### src/rtl/dmem_arb_pkg.sv
// Shared types and constants for the data-memory round-robin arbiter.
package dmem_arb_pkg;

    localparam int unsigned ADR_W = 16;
    localparam int unsigned DAT_W = 16;
    localparam int unsigned MAX_C = 8;

    typedef enum logic [1:0] {
        IDLE,
        ACCESS,
        HOLD
    } arb_state_t;

    // Priority-pointer width; kept at least one bit so the register always exists.
    function automatic int unsigned ptr_width(input int unsigned c);
        return (c > 1) ? $clog2(c) : 1;
    endfunction

endpackage

### src/rtl/rr_pick.sv
// Combinational round-robin picker: first requester at or above ptr, modulo C.
module rr_pick
    import dmem_arb_pkg::*;
#(
    parameter int unsigned C  = 2,
    parameter int unsigned PW = ptr_width(C)
) (
    input  logic [C-1:0]  req,
    input  logic [PW-1:0] ptr,
    output logic [C-1:0]  pick,
    output logic          valid
);

    logic [PW-1:0] idx;

    always_comb begin
        pick  = '0;
        valid = 1'b0;
        idx   = '0;
        for (int unsigned k = 0; k < C; k++) begin
            idx = PW'((32'(ptr) + k) % C);
            if (!valid && req[idx]) begin
                pick[idx] = 1'b1;
                valid     = 1'b1;
            end
        end
    end

endmodule

### src/rtl/dmem_rr_arbiter.sv
// Round-robin arbiter sharing one data-memory port between C cores with registered grants.
// Optional grant-hold for atomic sequences is compiled in with DMEM_ARB_HOLD_EN.
module dmem_rr_arbiter
    import dmem_arb_pkg::*;
#(
    parameter int unsigned C        = 2,
    parameter int unsigned MAX_HOLD = 4
) (
    input  logic                    clk,
    input  logic                    reset,
    input  logic [C-1:0]            req_read,
    input  logic [C-1:0]            req_write,
    input  logic [C-1:0][ADR_W-1:0] req_adr,
    input  logic [C-1:0][DAT_W-1:0] req_wdat,
    input  logic [C-1:0]            req_lock,
    input  logic [DAT_W-1:0]        mem_rdat,
    output logic [ADR_W-1:0]        mem_adr,
    output logic [DAT_W-1:0]        mem_wdat,
    output logic                    mem_write,
    output logic                    mem_read,
    output logic [C-1:0]            grant,
    output logic [C-1:0]            ack,
    output logic [DAT_W-1:0]        rdat
);

    localparam int unsigned PW = ptr_width(C);

    arb_state_t    state_q, state_d;
    logic [C-1:0]  grant_q, grant_d;
    logic [PW-1:0] ptr_q, ptr_d;

    logic [C-1:0]  req_any;
    logic [C-1:0]  pick_req;
    logic [C-1:0]  pick;
    logic          pick_valid;
    logic [PW-1:0] pick_idx;
    logic [PW-1:0] ptr_after_pick;
    logic          any_ack;
    logic          reselect;

    assign req_any  = req_read | req_write;
    // The current grantee's request is consumed this cycle, so it never re-wins.
    assign pick_req = req_any & ~grant_q;

    rr_pick #(
        .C  (C),
        .PW (PW)
    ) u_pick (
        .req   (pick_req),
        .ptr   (ptr_q),
        .pick  (pick),
        .valid (pick_valid)
    );

    always_comb begin
        pick_idx = '0;
        for (int unsigned i = 0; i < C; i++) begin
            if (pick[i]) begin
                pick_idx = PW'(i);
            end
        end
    end

    assign ptr_after_pick = (pick_idx == PW'(C - 1)) ? '0 : pick_idx + PW'(1);

`ifdef DMEM_ARB_HOLD_EN
    logic [3:0] hold_cnt_q, hold_cnt_d;
    logic       lock_g;

    assign lock_g = |(grant_q & req_lock);
`else
    logic unused_hold;

    assign unused_hold = ^{req_lock, 4'(MAX_HOLD)};
`endif

    always_comb begin
        state_d  = state_q;
        grant_d  = grant_q;
        ptr_d    = ptr_q;
        reselect = 1'b0;
`ifdef DMEM_ARB_HOLD_EN
        hold_cnt_d = hold_cnt_q;
`endif

        case (state_q)
            IDLE: begin
                reselect = 1'b1;
            end
            ACCESS: begin
                reselect = 1'b1;
`ifdef DMEM_ARB_HOLD_EN
                if (MAX_HOLD > 1 && lock_g && any_ack) begin
                    reselect   = 1'b0;
                    state_d    = HOLD;
                    hold_cnt_d = 4'd1;
                end
`endif
            end
`ifdef DMEM_ARB_HOLD_EN
            HOLD: begin
                if (!lock_g || (any_ack && hold_cnt_q == 4'(MAX_HOLD - 1))) begin
                    reselect = 1'b1;
                end else if (any_ack) begin
                    hold_cnt_d = hold_cnt_q + 4'd1;
                end
            end
`endif
            default: begin
                state_d = IDLE;
                grant_d = '0;
            end
        endcase

        if (reselect) begin
`ifdef DMEM_ARB_HOLD_EN
            hold_cnt_d = '0;
`endif
            if (pick_valid) begin
                grant_d = pick;
                ptr_d   = ptr_after_pick;
                state_d = ACCESS;
            end else begin
                grant_d = '0;
                state_d = IDLE;
            end
        end
    end

    always_ff @(posedge clk or posedge reset) begin
        if (reset) begin
            state_q <= IDLE;
            grant_q <= '0;
            ptr_q   <= '0;
        end else begin
            state_q <= state_d;
            grant_q <= grant_d;
            ptr_q   <= ptr_d;
        end
    end

`ifdef DMEM_ARB_HOLD_EN
    always_ff @(posedge clk or posedge reset) begin
        if (reset) begin
            hold_cnt_q <= '0;
        end else begin
            hold_cnt_q <= hold_cnt_d;
        end
    end
`endif

    // Async reset on grant_q drops every strobe below without waiting for an edge.
    assign grant     = grant_q;
    assign ack       = grant_q & req_any;
    assign any_ack   = |ack;
    assign mem_write = |(grant_q & req_write);
    assign mem_read  = |(grant_q & req_read) & ~mem_write;
    assign rdat      = mem_rdat;

    always_comb begin
        mem_adr  = '0;
        mem_wdat = '0;
        for (int unsigned i = 0; i < C; i++) begin
            mem_adr  = mem_adr | ({ADR_W{grant_q[i]}} & req_adr[i]);
            mem_wdat = mem_wdat | ({DAT_W{grant_q[i]}} & req_wdat[i]);
        end
    end

endmodule
### config.mk
export PLATFORM = sky130hd
export DESIGN_NAME = dmem_rr_arbiter
export DESIGN_NICKNAME = d
export VERILOG_FILES = /design/src/rtl/dmem_arb_pkg.sv /design/src/rtl/rr_pick.sv /design/src/rtl/dmem_rr_arbiter.sv
export SDC_FILE = /design/constraint.sdc
export NUM_CORES = 1
export LEC_CHECK = 0
export BUFFER_PORTS_ARGS = -buffer_cell sky130_fd_sc_hd__buf_2
export CORE_UTILIZATION = 21
export CTS_BUF_LIST = sky130_fd_sc_hd__clkbuf_16
export CTS_CLUSTER_DIAMETER = 200
export DETAILED_ROUTE_END_ITERATION = 7
export PLACE_DENSITY = 0.83
export SYNTH_ARGS = -nofsm -noshare
export SYNTH_HDL_FRONTEND = slang
export SYNTH_SLANG_ARGS = --single-unit
### constraint.sdc
create_clock -name clk -period 1 [get_ports clk]
set_input_delay 0.1 -clock clk [delete_from_list [all_inputs] [get_ports clk]]
set_output_delay 0.1 -clock clk [all_outputs]
set_load 0.05 [all_outputs]
==> summary.md <==
| Metric | Value |
|---|---|
| Share of layout cells above drive strength 1 | `0.9639` |
| Overall die height | `57.66 µm` |
| RePlAce Congestion | `0.7909` |
| Starting Density | `0.2281` |
| Post-synthesis cell count | `70` |
| Antenna diodes | `0` |
| Worst Max-Slew Pin Slew | `0.2102 ns` |
| Worst min-delay path category | `in -> out` |
| Pleak | `0.0009236 µW` |
| Mapped Avg Cell Area | `9.295 µm²` |
| Crit-path cells | `buf_12, a22o_2, buf_6` |
| Final wirelength | `2939 µm` |
| Grt met1 use | `0.1822` |
| Met3 Track Usage GR | `0.02232` |
| Worst-path maximum fanout | `19` |
| Violated checks | `design-rule violations, negative setup slack` |
| PD cells | `4427 mW/mm²` |
| Setup ws final | `-0.3726 ns` |
| Area grow syn2layout | `167.7%` |
| Worst slew margin | `0.8598` |
| Skew-Pair Late Insertion Delay | `0.23 ns` |
| CTS tree | `done` |
| Most common cell after layout, fill and taps aside | `buf_2` |
| DR WL/cell | `14.92 µm` |
| Rows | `19` |
| Area of the core | `0.002853 mm²` |
| Max stage delay on crit path | `0.46 ns` |
| Drt drc | `8` |
| Maximum VDD drop | `2.607 mV` |
| CTS Root Cell | `clkbuf_16` |
| RSZ-0062 raised after global routing | `true` |
| Length of the first detailed-routing pass in iterations | `8` |
| Die area | `0.003325 mm²` |
| Starting DRT DRC Count | `36` |
| Register area share after synthesis | `0.1154` |
| Final period utilization | `1.373` |
| Max-cap violations | `0` |
| Met2 usage | `0.3056` |
| Count of pins over their slew limit | `0` |
| Fin crit period | `1.373 ns` |
| Critical Path AT | `1.27 ns` |
| Fin. Hold Viols | `0` |
| H-tree depth | `1` |
| Critical Path Start Type | `flip-flop` |
| Initial antenna violation count | `0` |
| Most frequent cells in the layout | `buf_2, buf_6, a22o_4, a22o_2, buf_12` |
| Max clock buf depth | `2` |
| Syn Nets | `158` |
| Global-route wire length before repair | `4291 µm` |
| Gr ovfl total | `0` |
| PortBufs | `107` |
| Remaining antenna violation count | `0` |
| Crit path capture type | `primary output` |
| Largest net degree at the start of global routing | `20` |
| Netlist Area Pre-Place | `650.6 µm²` |
| Vias in the first global route | `978` |
| Busiest grt layer | `met2` |
| Netlist cell types | `12` |
| Vias per cell | `4.909` |
| Critical path required time | `0.90 ns` |
| GRT Resource Usage Total | `0.1694` |
| Die X | `57.66 µm` |
| Clock transition at path regs | `0.03 ns` |
| Overall power | `7710 µW` |
| Worst Hold Slack | `0.2000 ns` |
| Max frequency | `0.7286 GHz` |
| Layout Utilization | `0.6105` |
| Kind of critical path | `reg -> out` |
| Flops & latches, synth | `3` |
| Outcome | `finished, violations left` |
| Warnings from Yosys | `0` |
| Final Net Count | `255` |
| Post-DP HPWL | `2230 µm` |
| Sink Count | `3` |
| I/O Pins | `142` |
| Slowest CP cell | `dfrtp_2` |
| Vias | `967` |
| Setup violations, final | `41` |
| Total CTS buffers | `3` |
| Clk_skew | `0.001485 ns` |
-- layer usage --
layer  vias up  wire (µm)
met5         -          0
met4         0         63
met3         5        235
met2        63       1639
met1       443       1000
li1        456          -
-- critical path: cells and delay by family, from the launching register on --
family                 cells  cell delay [ns]
buffers and inverters      2             0.34
AO/OA/AOI/OAI              1             0.23
flip-flops                 1             0.46
-- metrics by stage --
step | instances | worst slack (ns) | cell area [µm²] | TNS (ns)
after floorplan | 70 | -0.3757 | 904.6 | -8.184
after global placement | 191 | -0.1784 | 1368 | -5.322
after detailed placement | 191 | -0.1810 | 1368 | -5.509
after CTS | 196 | -0.3727 | 1708 | -13.11
after global routing | 197 | -0.4055 | 1742 | -14.23
final | 197 | -0.3726 | 1742 | -13.27
-- cells by family after synthesis --
group | after synthesis | synth area share
flip-flops | 3 | 0.1154
AND/OR/NAND/NOR | 1 | 0.005764
multiplexers | 1 | 0.01539
buffers and inverters | 25 | 0.3289
AO/OA/AOI/OAI | 40 | 0.5346
-- timing repair --
item,in CTS,in global routing
endpoints found under the setup margin,41,41
setup buffers,1,1
resized for setup,79,7
hold endpoints to repair,3,0
hold buffers,1,0
-- power by group --
group,internal (µW),total (µW),switching (µW)
sequential,192,322,130
clock,517,637,121
combinational,2960,6750,3790
-- synthesized netlist by cell type, drive strengths merged --
cell | instances | area (µm²)
a21oi | 1 | 5.000
a22o | 33 | 289.0
a22oi | 1 | 7.510
buf | 24 | 210.2
dfrtp | 3 | 75.07
inv | 1 | 3.750
mux2i | 1 | 10.01
nor2 | 1 | 3.750
o21a | 3 | 22.52
o21ba | 1 | 16.27
o21bai | 1 | 7.510
-- registers in the layout, indices dropped and copies added, names as in the netlist --
signal,count
grant,2
ptr_q,1
-- area by class of cell --
type / instances / area, µm²
clock buffers: 3 / 75.07
clock inverters: 1 / 3.754
fillers: 248 / 1111
inverters: 1 / 3.754
multi-input cells: 42 / 618.1
flip-flops and latches: 3 / 77.57
well taps: 31 / 38.79
repair buffers: 116 / 924.6
-- worst paths after layout --
kind                                   start          end  slack (ns)  depth (start not counted)
worst max-delay path                grant[1]  mem_wdat[5]       -0.37                          3
worst min-delay path            mem_rdat[15]     rdat[15]        0.20                          0
worst max register to register      grant[0]     grant[1]       -0.22                          4
max in group asynchronous              reset     grant[1]        0.57                          3
worst min register to register         ptr_q     grant[0]        0.51                          1
min in group asynchronous              reset     grant[0]        0.28                          3
Note: power is estimated with default switching activity, not from simulation.
